[src/rtl/smod_pkg.sv]
// Shared field layout and gate-mode encoding for the S-module cell array.
// Per-lane config field: {invert, bypass, mode[SEL_BITS-1:0]}.
package smod_pkg;

  typedef enum logic {
    GATE_AND = 1'b0,
    GATE_OR  = 1'b1
  } gate_mode_e;

  localparam int MODE_LSB = 0;

  function automatic int cfg_field_w(input int sel_bits);
    return sel_bits + 2;
  endfunction

  function automatic int bypass_ofs(input int sel_bits);
    return sel_bits;
  endfunction

  function automatic int invert_ofs(input int sel_bits);
    return sel_bits + 1;
  endfunction

endpackage

[src/rtl/smod_lane.sv]
// One cell: gated select, 2^SEL_BITS:1 mux, invert, output flop; 1-cycle latency or 0 when bypassed.
// No backpressure; ce freezes the output flop.
module smod_lane
  import smod_pkg::*;
#(
  parameter int SEL_BITS = 2
) (
  input  logic                               clk,
  input  logic                               clr,
  input  logic                               ce,
  input  logic [(1<<SEL_BITS)-1:0]           d,
  input  logic [SEL_BITS-1:0]                a,
  input  logic [SEL_BITS-1:0]                b,
  input  logic [cfg_field_w(SEL_BITS)-1:0]   cfg,
  output logic                               out
);

  localparam int BYPASS_OFS = bypass_ofs(SEL_BITS);
  localparam int INVERT_OFS = invert_ofs(SEL_BITS);

  logic [SEL_BITS-1:0] sel;
  logic                r;
  logic                q;
  gate_mode_e          mode;

  always_comb begin
    sel  = '0;
    mode = GATE_AND;
    for (int i = 0; i < SEL_BITS; i++) begin
      mode   = gate_mode_e'(cfg[MODE_LSB+i]);
      sel[i] = (mode == GATE_OR) ? (a[i] | b[i]) : (a[i] & b[i]);
    end
  end

  assign r = d[sel] ^ cfg[INVERT_OFS];

  // q keeps tracking r while bypassed so leaving bypass shows a fresh capture
  always_ff @(posedge clk or posedge clr) begin
    if (clr) begin
      q <= 1'b0;
    end else if (ce) begin
      q <= r;
    end
  end

  assign out = cfg[BYPASS_OFS] ? r : q;

endmodule

[src/rtl/smod_cell_array.sv]
// LANES independent S-module cells with a serially loaded, double-buffered config chain.
// Output latency 1 cycle (0 in bypass); no backpressure, cfg_commit rejected (cfg_err) until a full frame is shifted.
module smod_cell_array
  import smod_pkg::*;
#(
  parameter int SEL_BITS = 2,
  parameter int LANES    = 4
) (
  input  logic                            clk,
  input  logic                            clr,
  input  logic                            ce,
  input  logic [LANES*(1<<SEL_BITS)-1:0]  d,
  input  logic [LANES*SEL_BITS-1:0]       a,
  input  logic [LANES*SEL_BITS-1:0]       b,
  input  logic                            cfg_en,
  input  logic                            cfg_in,
  input  logic                            cfg_commit,
  output logic                            cfg_out,
  output logic                            cfg_ready,
  output logic                            cfg_err,
  output logic [LANES-1:0]                out
);

  localparam int DW      = 1 << SEL_BITS;
  localparam int FW      = cfg_field_w(SEL_BITS);
  localparam int CFG_LEN = LANES * FW;
  localparam int CW      = $clog2(CFG_LEN + 1);

  logic [CFG_LEN-1:0] sr;
  logic [CFG_LEN-1:0] active;
  logic [CW-1:0]      cnt;
  logic               err;
  logic               commit_ok;

  assign cfg_ready = (cnt == CW'(CFG_LEN));
  assign commit_ok = cfg_commit & cfg_ready;
  assign cfg_out   = sr[CFG_LEN-1];
  assign cfg_err   = err;

  always_ff @(posedge clk or posedge clr) begin
    if (clr) begin
      sr <= '0;
    end else if (cfg_en) begin
      sr <= {sr[CFG_LEN-2:0], cfg_in};
    end
  end

  // Active config takes the pre-shift frame even when a shift lands on the same edge
  always_ff @(posedge clk or posedge clr) begin
    if (clr) begin
      active <= '0;
      err    <= 1'b0;
    end else if (cfg_commit) begin
      if (cfg_ready) begin
        active <= sr;
      end else begin
        err <= 1'b1;
      end
    end
  end

  always_ff @(posedge clk or posedge clr) begin
    if (clr) begin
      cnt <= '0;
    end else if (commit_ok) begin
      cnt <= cfg_en ? CW'(1) : '0;
    end else if (cfg_en && !cfg_ready) begin
      cnt <= cnt + CW'(1);
    end
  end

  for (genvar l = 0; l < LANES; l++) begin : g_lane
    smod_lane #(
      .SEL_BITS(SEL_BITS)
    ) u_lane (
      .clk (clk),
      .clr (clr),
      .ce  (ce),
      .d   (d[l*DW +: DW]),
      .a   (a[l*SEL_BITS +: SEL_BITS]),
      .b   (b[l*SEL_BITS +: SEL_BITS]),
      .cfg (active[l*FW +: FW]),
      .out (out[l])
    );
  end

endmodule

[config.mk]
export PLATFORM = sky130hd
export DESIGN_NAME = smod_cell_array
export DESIGN_NICKNAME = d
export VERILOG_FILES = /design/src/rtl/smod_pkg.sv /design/src/rtl/smod_lane.sv /design/src/rtl/smod_cell_array.sv
export SDC_FILE = /design/constraint.sdc
export NUM_CORES = 1
export LEC_CHECK = 0
export BUFFER_PORTS_ARGS = -buffer_cell sky130_fd_sc_hd__buf_2
export CAP_MARGIN = 20
export CORE_MARGIN = 2
export CORE_UTILIZATION = 55
export CTS_CLUSTER_DIAMETER = 150
export DETAILED_ROUTE_END_ITERATION = 16
export PLACE_DENSITY = 0.8
export SLEW_MARGIN = 20
export SYNTH_ARGS = -nofsm -noshare
export SYNTH_HDL_FRONTEND = slang
export SYNTH_HIERARCHICAL = 1
export SYNTH_SLANG_ARGS = --single-unit
[constraint.sdc]
create_clock -name clk -period 1.9 [get_ports clk]
set_input_delay 0.095 -clock clk [delete_from_list [all_inputs] [get_ports clk]]
set_output_delay 0.095 -clock clk [all_outputs]
set_load 0.05 [all_outputs]
==> reports/metrics.cfg, run 1 <==
[routing]
dr_wl_met3_um = 208
wl_met2_mm = 1.80
drt_wl_total_mm = 3.95
route.detailed.drc = 0
num_vias = 1613
met1Wirelength_mm = 1.87
avgViaCountPerCell = 5.51
routedWlPerCell_um = 13.5
ant_nets = 0
routed.top_layer = met4
dr.pass1.iters = 4
drtIter0Drc = 88

[synthesis]
yosys.area.top_type_share = 0.459
synth_cells = 185
yosysTopAreaCell = dfrtp_1
syn_area_per_cell_sq_um = 12.4
ys.flop_type = dfrtp_1
syn_area_sq_um = 2290
ys_seq_elements = 42
synth.net_count = 225
synthTopCellsByArea = dfrtp_1 46%, mux2_2 11%, mux2_4 6.6%, mux2i_1 5.7%, o2111ai_1 3.1%
ys_warn_count = 6
synth.distinct_cells = 29
synth_edf_count = 0
async_reset_ff_frac = 1.00
yosysMostFrequentCell = dfrtp_1
synth_seq_area_share = 0.459
netlist_top_cells_count = 42 x dfrtp_1, 23 x mux2_2, 13 x mux2i_1

[setup_path]
path_max_fanout = 2
crit_type = register to output pin
crit_path_end_kind = output pin
max_stage_delay_ns = 0.38
reg2reg_slack_ns = 0.28
cpMaxStageDelayCell = dfrtp_1
startpoint_type = register
arrival_ns = 1.78
critPathRequiredTime_ns = 1.80
crit_chain = maj3_2 -> mux2i_4 -> mux2i_1 -> o2111ai_1 -> buf_4

[grt]
grt_max_degree = 39
grt_pass1_vias = 1416
grt-ovfl-total = 0
track_usage = 0.196
grt_pass1_wl_mm = 6.54
antenna_found_initial = 0

[timing]
slew_violations = 0
tns_ns = 0
rsz0062_at_grt = yes
setup_viol = 0
post-route-period-util = 0.987
hold_violations = 0
period_needed_ns = 1.88
fmax_mhz = 533
finalClockSkew_ns = 0.00906
relSlewSlack = 0.692
tightest_slew_ns = 0.462

[floorplan]
start_util = 0.573
die-area_sq_um = 4700
die_width_um = 68.6
ios = 45
die_h_um = 68.6
core_area_sq_um = 4000
rows = 23

[cts]
clk_path_buf_depth = 2
tritoncts = built
insertion_delay_ns = 0.30
cts_buffers = 5
clk_pin_slew_ns = 0.07
cts-root-buf = clkbuf_8
cts_max_level = 2
cts.sinks = 42

[pwr]
p_per_area_nw_per_um2 = 1300
p_clk_frac = 0.160
total_power_mw = 3.62
swShare = 0.361
power.switching_mw = 1.31
p_int_mw = 2.32
p_seq_frac = 0.437
ir_drop_mv = 0.729
p_leak_nw = 1.30
comb_power_share = 0.402

[layout]
finalNetCount = 282
layout-drive-gt1-share = 0.465
fin_util = 0.698
syn_to_final_growth_pct = 21.9
antenna_cells = 0
fillers = 300

[outcome]
status = complete, no violations

[job]
cap_violations = 0

[placed_design]
dp_hpwl_mm = 2.71
port_buffers = 44
routabilityCongestion = 0.691

[worst_hold_path]
min_path_type = primary input to register

==> layer usage <==
metal | vias to the layer above | global-route usage
met1 | 772 | 0.256
met5 | - | 0
li1 | 799 | -
met2 | 36 | 0.303
met3 | 6 | 0.0536
met4 | 0 | 0.0900
==> logic make-up after synthesis <==
kind of cell | synth area share
AOI/OAI and AO/OA | 0.0469
and+or+nand+nor | 0.150
muxes | 0.259
DFF | 0.459
xor gates and xnor gates | 0.00764
adders and majority gates | 0.0480
buffers and inverters | 0.0300
==> repair_timing <==
action                                  CTS  global route
resized for setup                        16             5
hold buffers                              1             0
gates cloned                              0             0
pin swaps                                 3             5
buffers inserted                          5             2
endpoints found under the setup margin    4             5
hold endpoints to repair                 42             0
==> final cells by class <==
type,instances,area (sq um),area share
well taps,50,62.6,0.0224
inverters,8,30.0,0.0107
repair buffers,54,310,0.111
flip-flops and latches,42,1050,0.376
clock inverters,1,5.00,0.00179
multi-input cells,131,1250,0.447
clock buffers,7,86.3,0.0309
==> state kept, by name (all words and copies together) (netlist names) <==
name and cells:
active 16, g_lane.u_lane/q 4, sr 16, cnt 5, cfg_err 1
==> placed cells by master (no fill, tap or decap), drive strengths merged <==
cell type,instances
dlygate4sd3,1
nand2,11
inv,8
mux2i,17
mux2,33
xor2,1
nand4,10
a21o,1
nor2,8
dfrtp,42
clkbuf,8
a21oi,2
nand3b,8
o221a,1
nor3,1
buf,52
nand3,1
o21bai,1
o2111ai,8
ha,2
nor3b,8
maj3,8
nand2b,8
xnor2,1
and4bb,1
clkinv,1
==> through the flow <==
stage / instances / hold slack [ns] / area, sq um / setup slack, ns
2_1_floorplan: 185 / -0.176 / 2290 / 0.0809
3_3_place_gp: 277 / -0.0113 / 2550 / 0.238
3_5_place_dp: 277 / -0.0118 / 2550 / 0.200
4_1_cts: 291 / 0.0154 / 2760 / 0.000480
5_1_grt: 293 / 0.0179 / 2790 / -0.0946
6_report: 293 / 0.0279 / 2790 / 0.0245
==> power groups by stage <==
stage	sequential (mW)	combinational, mW	clock [mW]
6_report	1.58	1.46	0.581
5_1_grt	1.65	1.58	0.646
4_1_cts	1.58	1.43	0.603
3_5_place_dp	1.60	1.29	0
3_3_place_gp	1.59	1.26	0
2_1_floorplan	1.53	1.05	0
==> path summary, 6_finish.rpt <==
path | start | end | cells past startpoint
setup / recovery | active[1] | out[0] | 5
hold / removal | cfg_in | sr[0] | 2
setup reg to reg | cnt[0] | cnt[1] | 5
hold reg to reg | cfg_err | cfg_err | 1
max in group asynchronous | clr | active[13] | 4
min in group asynchronous | clr | g_lane[3].u_lane/q | 3
==> critical path: cells and delay by family, from the launching register on <==
kind | cells | cell delay (ns)
buffers and inverters | 1 | 0.20
muxes | 2 | 0.41
adders and majority gates | 1 | 0.38
AOI/OAI and AO/OA | 1 | 0.11
DFF | 1 | 0.38
No activity file was read; power rests on OpenSTA's default activity.
==> run 2, diff against run 1 <==
--- a/config.mk
+++ b/config.mk
@@ -5,13 +5,14 @@
 export SDC_FILE = /design/constraint.sdc
 export NUM_CORES = 1
 export LEC_CHECK = 0
+export ABC_AREA = 1
 export BUFFER_PORTS_ARGS = -buffer_cell sky130_fd_sc_hd__buf_2
 export CAP_MARGIN = 20
 export CORE_MARGIN = 2
 export CORE_UTILIZATION = 55
 export CTS_CLUSTER_DIAMETER = 150
 export DETAILED_ROUTE_END_ITERATION = 16
-export PLACE_DENSITY = 0.8
+export PLACE_DENSITY = 0.79
 export SLEW_MARGIN = 20
 export SYNTH_ARGS = -nofsm -noshare
 export SYNTH_HDL_FRONTEND = slang
==> run 2 against run 1 <==
Net effect: die area is 4.4% higher; register-to-register slack got worse by 0.03 ns; clock power increased by 16%; first-iteration DRC count rose by 5.7%; routed wire length up 5.2%; synthesized cell count rose by 71%; clock skew down 0.0029 ns; worst setup slack improved by 0.21 ns; sequential cell count is the same; global-route usage fell by 0.58 points; critical endpoint is now cfg_ready; largest cell class is now registers; highest routed layer unchanged.
==> reports/metrics.cfg, run 2 <==
[outcome]
status = complete, no violations  ; unchanged

[cts]
clk_pin_slew_ns = 0.07  ; about the same
clk_path_buf_depth = 2  ; unchanged
postCtsHoldBufs = 1  ; unchanged
cts_buffers = 5  ; unchanged
cts_resized = 0  ; was 16
insertion_delay_ns = 0.29  ; was 0.30 ns
cts.sinks = 42  ; unchanged
tritoncts = built  ; unchanged
cts-root-buf = clkbuf_8  ; unchanged
cts_max_level = 2  ; unchanged
postCtsSetupBuffers = 0  ; was 5

[routing]
avgViaCountPerCell = 4.74  ; was 5.51
routedWlPerCell_um = 9.97  ; was 13.5 um
drtIter0Drc = 93  ; was 88
num_vias = 1975  ; was 1613
route.detailed.drc = 0  ; unchanged
ant_nets = 0  ; unchanged
drt_wl_total_mm = 4.16  ; was 3.95 mm
dr.pass1.iters = 4  ; unchanged

[synthesis]
netlist_top_cells_count = 93 x nand2_1, 65 x inv_1, 42 x dfrtp_1, 30 x nand3_1, 16 x nand2_2  ; was 42 x dfrtp_1, 23 x mux2_2, 13 x mux2i_1
synth_cells = 317  ; was 185
synthXorXnorAreaFrac = 0.00365  ; was 0.00764
synth.net_count = 357  ; was 225
syn_area_per_cell_sq_um = 7.57  ; was 12.4 sq um
ys_seq_elements = 42  ; unchanged
synth_top_family_by_area = simple AND/OR/NAND/NOR gates  ; was multiplexers
syn_area_sq_um = 2400  ; was 2290 sq um
async_reset_ff_frac = 1.00  ; unchanged
synth_edf_count = 0  ; unchanged
synth.distinct_cells = 24  ; was 29
synth_seq_area_share = 0.438  ; was 0.459
synthAdderAreaFrac = 0.0104  ; was 0.0480
ys_warn_count = 6  ; unchanged
synthTopCellsByArea = dfrtp_1 44%, nand2_1 15%, inv_1 10%, nand3_1 6.3%, o21ai_2 5.1%  ; was dfrtp_1 46%, mux2_2 11%, mux2_4 6.6%, mux2i_1 5.7%, o2111ai_1 3.1%
yosysMostFrequentCell = nand2_1  ; was dfrtp_1
yosysTopAreaCell = dfrtp_1  ; unchanged
yosys.area.top_type_share = 0.438  ; was 0.459
synthMuxAreaShare = 0  ; was 0.259
synth-simple-area-share = 0.298  ; was 0.150
ys.flop_type = dfrtp_1  ; unchanged
synth_compound_area_frac = 0.109  ; was 0.0469

[grt]
grt_pass1_wl_mm = 7.58  ; was 6.54 mm
grt_pass1_vias = 1836  ; was 1416
track_usage = 0.190  ; was 0.196
antenna_found_initial = 0  ; unchanged
grt_max_degree = 35  ; was 39
grt-ovfl-total = 0  ; unchanged

[timing]
period_needed_ns = 1.66  ; was 1.88 ns
post-route-period-util = 0.875  ; was 0.987
tns_ns = 0  ; unchanged
fmax_mhz = 601  ; was 533 MHz
rsz0062_at_grt = no  ; was yes
setup_viol = 0  ; unchanged
tightest_slew_ns = 0.521  ; was 0.462 ns
hold_violations = 0  ; unchanged
finalClockSkew_ns = 0.00617  ; was 0.00906 ns
relSlewSlack = 0.652  ; was 0.692
slew_violations = 0  ; unchanged

[setup_path]
critPathRequiredTime_ns = 1.80  ; about the same
reg2reg_slack_ns = 0.25  ; was 0.28 ns
path_max_fanout = 5  ; was 2
crit_start = cnt[0]  ; was active[1]
max_stage_delay_ns = 0.44  ; was 0.38 ns
r2r_cells = 8  ; was 5
rr_startpoint = cnt[0]  ; unchanged
arrival_ns = 1.57  ; was 1.78 ns
crit_chain = inv_1 -> ha_1 -> nand2_1 -> inv_1 -> nand2_1 -> inv_1 -> buf_2  ; was maj3_2 -> mux2i_4 -> mux2i_1 -> o2111ai_1 -> buf_4
crit_type = register to output pin  ; unchanged
cp.depth = 7  ; was 5
crit_buf_inv = 4  ; was 1
cpMaxStageDelayCell = dfrtp_1  ; unchanged
r2r-end = active[4]  ; was cnt[1]
crit_path_end_kind = output pin  ; unchanged
startpoint_type = register  ; unchanged
cpMostUsedCell = inv_1
path_delay_family = buffers and inverters  ; was multiplexers
critPathCapture = cfg_ready  ; was out[0]

[floorplan]
die-area_sq_um = 4900  ; was 4700 sq um
die_width_um = 70.0  ; was 68.6 um
rows = 24  ; was 23
die_h_um = 70.0  ; was 68.6 um
ios = 45  ; unchanged
start_util = 0.562  ; was 0.573
core_area_sq_um = 4260  ; was 4000 sq um

[layout]
antenna_cells = 0  ; unchanged
layout-drive-gt1-share = 0.285  ; was 0.465
layout_common_cells = 93 x nand2_1, 65 x inv_1, 44 x buf_2  ; was 42 x dfrtp_1, 39 x buf_2, 23 x mux2_2
design_area_sq_um = 2770  ; was 2790 sq um
final_common_cell = nand2_1  ; was dfrtp_1
fillers = 363  ; was 300
reg.largest.list = active: 16 flops, sr: 16 flops, cnt: 5 flops  ; unchanged
finalNetCount = 404  ; was 282
syn_to_final_growth_pct = 15.3  ; was 21.9%
fin_util = 0.649  ; was 0.698

[pwr]
ir_drop_mv = 0.785  ; was 0.729 mV
p_leak_nw = 1.58  ; was 1.30 nW
p_per_area_nw_per_um2 = 1230  ; was 1300 nW/um^2
total_power_mw = 3.39  ; was 3.62 mW

[placed_design]
placed_area_sq_um = 2650  ; was 2550 sq um
dp_hpwl_mm = 3.13  ; was 2.71 mm
routabilityCongestion = 0.866  ; was 0.691
port_buffers = 44  ; unchanged

[job]
cap_violations = 0  ; unchanged

[worst_hold_path]
min_path_cells = 3  ; was 2
min_path_type = primary input to register  ; unchanged

==> run 2: cell count changes in the layout (fill, tap and decap cells not counted), moves of 9 or more <==
cell | previous run | this run
nand2_1 | 10 | 93
inv_1 | 8 | 65
nand3_1 | 1 | 30
mux2_2 | 23 | 0
nand2_2 | 0 | 16
o21ai_0 | 0 | 15
o21ai_2 | 0 | 14
buf_4 | 13 | 1
mux2_4 | 10 | 0
mux2i_1 | 9 | 0
==> run 2: logic make-up (layout without fill, tap and decap cells) <==
group | Yosys count | count (layout)
simple gates | 154 | 154
buf+inv | 80 | 128
flops | 42 | 42
compound gates | 38 | 38
fa+ha+maj | 2 | 2
xor+xnor | 1 | 1
==> run 2: worst reg2reg max path: stages, from the launching register on <==
cell and delay (ns):
dfrtp_1 0.44, inv_1 0.10, ha_1 0.14, nand2_1 0.05, inv_1 0.10, nand3_4 0.24
buf_4 0.32, nand2_1 0.10, o21ai_2 0.05
==> run 2: layer usage <==
metal  global-route usage  part of all wire  vias up
met2                0.324              0.47       44
met5                    0                 0        -
met1                0.250              0.47      870
met4               0.0641             0.015        0
li1                     -                 -     1054
met3               0.0260             0.043        7
==> run 2: worst min-delay path by stage <==
stage / endpoint / from
floorplan: g_lane[0].u_lane/q / clr
global placement: g_lane[3].u_lane/q / clr
detailed placement: g_lane[0].u_lane/q / clr
CTS: sr[0] / cfg_in
global route: sr[0] / cfg_in
finish: sr[0] / cfg_in
==> run 2: cell type report <==
| class | instances | area (sq um) | share of cell area |
|---|---|---|---|
| Timing Repair Buffer | 47 | 258 | 0.0932 |
| Multi-Input combinational cell | 195 | 1010 | 0.365 |
| Clock inverter | 3 | 40.0 | 0.0145 |
| Sequential cell | 42 | 1050 | 0.380 |
| Inverter | 73 | 274 | 0.0991 |
| Clock buffer | 5 | 68.8 | 0.0249 |
| Tap cell | 52 | 65.1 | 0.0235 |
==> run 2: power breakdown <==
| group | switching (mW) | leakage [nW] | internal (mW) |
|---|---|---|---|
| clock network | 0.289 | 0.0579 | 0.386 |
| logic | 0.842 | 0.982 | 0.462 |
| registers | 0.240 | 0.537 | 1.17 |
==> run 2: metrics by stage <==
step                hold WS [ns]  setup WS, ns  instances
floorplan                 -0.176         0.592        317
global placement         -0.0126         0.337        408
detailed placement       -0.0124         0.302        408
CTS                       0.0212         0.232        417
global route              0.0405        0.0737        417
finish                    0.0247         0.237        417
==> run 3, diff against run 2 <==
--- a/config.mk
+++ b/config.mk
@@ -6,12 +6,14 @@
 export NUM_CORES = 1
 export LEC_CHECK = 0
 export ABC_AREA = 1
+export ABC_CLOCK_PERIOD_IN_PS = 1800
 export BUFFER_PORTS_ARGS = -buffer_cell sky130_fd_sc_hd__buf_2
 export CAP_MARGIN = 20
 export CORE_MARGIN = 2
 export CORE_UTILIZATION = 55
 export CTS_CLUSTER_DIAMETER = 150
 export DETAILED_ROUTE_END_ITERATION = 16
+export GPL_TIMING_DRIVEN = 0
 export PLACE_DENSITY = 0.79
 export SLEW_MARGIN = 20
 export SYNTH_ARGS = -nofsm -noshare
==> constraint.sdc (replaced) <==
create_clock -name clk -period 1.8 [get_ports clk]
set_input_delay 0.09 -clock clk [delete_from_list [all_inputs] [get_ports clk]]
set_output_delay 0.09 -clock clk [all_outputs]
set_load 0.05 [all_outputs]
==> run 3 against run 2 <==
Net effect: first-iteration DRC count shrank 46%; highest routed layer unchanged; largest cell class unchanged; largest power group unchanged; worst hold slack improved by 0.0025 ns; worst setup slack worse by 0.085 ns; sequential cell count is the same; combinational power grew 9%; via count increased by 2.8%.
==> reports/metrics.cfg, run 3 (same netlist as run 2, synthesis figures left out) <==
[cts]
postCtsSetupBuffers = 0  ; unchanged
clk_pin_slew_ns = 0.08  ; was 0.07 ns
cts-root-buf = clkbuf_8  ; unchanged
clk_path_buf_depth = 2  ; unchanged
cts_max_level = 2  ; unchanged
cts.sinks = 42  ; unchanged
insertion_delay_ns = 0.29  ; about the same
cts_buffers = 5  ; unchanged
tritoncts = built  ; unchanged

[pwr]
comb_power_share = 0.393  ; was 0.385
p_per_area_nw_per_um2 = 1290  ; was 1230 nW/um^2
p_clk_frac = 0.199  ; about the same
power.switching_mw = 1.46  ; was 1.37 mW
p_seq_frac = 0.408  ; was 0.416
p_leak_nw = 1.59  ; was 1.58 nW
total_power_mw = 3.62  ; was 3.39 mW
p_int_mw = 2.16  ; was 2.02 mW
swShare = 0.403  ; was 0.404
ir_drop_mv = 0.703  ; was 0.785 mV

[routing]
avgViaCountPerCell = 4.82  ; was 4.74
drtIter0Drc = 50  ; was 93
route.detailed.drc = 0  ; unchanged
ant_nets = 0  ; unchanged
routedWlPerCell_um = 10.6  ; was 9.97 um
dr.pass1.iters = 4  ; unchanged
num_vias = 2030  ; was 1975
drt_wl_total_mm = 4.45  ; was 4.16 mm

[timing]
tns_ns = 0  ; unchanged
slew_violations = 0  ; unchanged
rsz0062_at_grt = no  ; unchanged
fmax_mhz = 607
post-route-period-util = 0.916
finalClockSkew_ns = 0.00648  ; was 0.00617 ns
tightest_slew_ns = 0.763  ; was 0.521 ns
relSlewSlack = 0.490  ; was 0.652
hold_violations = 0  ; unchanged
setup_viol = 0  ; unchanged
period_needed_ns = 1.65

[grt]
track_usage = 0.201  ; was 0.190
grt-ovfl-total = 0  ; unchanged
grt_pass1_wl_mm = 7.98  ; was 7.58 mm
grt_max_degree = 39  ; was 35
grt_pass1_vias = 1922  ; was 1836
antenna_found_initial = 0  ; unchanged

[layout]
antenna_cells = 0  ; unchanged
fin_util = 0.657  ; was 0.649
finalNetCount = 408  ; was 404
fillers = 379  ; was 363
layout-drive-gt1-share = 0.290  ; was 0.285
final_common_cell = nand2_1  ; unchanged
reg.largest.list = active: 16 flops, sr: 16 flops, cnt: 5 flops  ; unchanged
syn_to_final_growth_pct = 16.8  ; was 15.3%
layout_common_cells = 93 x nand2_1, 64 x inv_1, 43 x buf_2  ; was 93 x nand2_1, 65 x inv_1, 44 x buf_2

[setup_path]
startpoint_type = register  ; unchanged
path_max_fanout = 5  ; unchanged
r2r_cells = 8  ; unchanged
crit_path_end_kind = output pin  ; unchanged
crit_type = register to output pin  ; unchanged
arrival_ns = 1.56  ; was 1.57 ns
critPathRequiredTime_ns = 1.71  ; was 1.80 ns

[floorplan]
start_util = 0.562  ; unchanged
die-area_sq_um = 4900  ; unchanged
ios = 45  ; unchanged
rows = 24  ; unchanged
die_width_um = 70.0  ; unchanged
die_h_um = 70.0  ; unchanged
core_area_sq_um = 4260  ; unchanged

[placed_design]
port_buffers = 43  ; was 44
dp_hpwl_mm = 3.31  ; was 3.13 mm
routabilityCongestion = 0.754  ; was 0.866

[job]
cap_violations = 0  ; unchanged

[outcome]
status = complete, no violations  ; unchanged

[worst_hold_path]
min_path_type = primary input to register  ; unchanged
min_path_cells = 3  ; unchanged

==> run 3: layout make-up <==
class,count,area (sq um),share of cell area
Sequential cell,42,1050,0.375
Clock buffer,5,68.8,0.0246
Inverter,73,274,0.0978
Tap cell,52,65.1,0.0232
Clock inverter,3,40.0,0.0143
Timing Repair Buffer,44,230,0.0821
Multi-Input combinational cell,195,1010,0.360
Buffer,7,63.8,0.0228
==> run 3: critical path, stage by stage, from the launching register on <==
cell and delay, ns:
dfrtp_1 0.43, inv_1 0.10, ha_1 0.15, nand2_1 0.05
inv_1 0.10, nand2_1 0.12, inv_1 0.07, buf_2 0.25
==> run 3: layer usage <==
layer	part of all wire	track usage	vias to the layer above
li1	-	-	1062
met1	0.45	0.255	906
met2	0.48	0.344	55
met3	0.051	0.0361	7
met4	0.016	0.0769	0
met5	0	0	-
==> run 3: repair_timing <==
| action | CTS | global route |
|---|---|---|
| hold buffers | 1 | 0 |
| hold endpoints to repair | 4 | 0 |
| endpoints found under the setup margin | 0 | 2 |
| resized for setup | 0 | 4 |
==> run 3: power groups by stage <==
stage	registers (mW)	logic, mW	clock network [mW]
global route	1.54	1.61	0.778
floorplan	1.45	1.14	0
finish	1.48	1.42	0.722
global placement	1.49	1.36	0
detailed placement	1.50	1.41	0
CTS	1.48	1.42	0.735
==> run 3: path summary, 6_finish.rpt <==
kind	slack, ns	startpoint	endpoint
worst max register to register	0.38	cnt[0]	active[10]
worst max-delay path	0.15	cnt[0]	cfg_ready
worst min-delay path	0.03	cfg_in	sr[0]
worst min register to register	0.46	cfg_err	cfg_err
min in group asynchronous	0.23	clr	g_lane[2].u_lane/q
max in group asynchronous	0.78	clr	sr[15]
==> run 3: metrics by stage <==
stage                     hold slack [ns]  instance area [sq um]  std cells  worst slack, ns
after CTS                          0.0309                   2800        421            0.107
final                              0.0271                   2800        421            0.151
after global routing               0.0421                   2800        421           0.0110
after detailed placement          -0.0104                   2680        412            0.381
after floorplan                    -0.181                   2400        317            0.497
after global placement            -0.0179                   2680        412            0.334
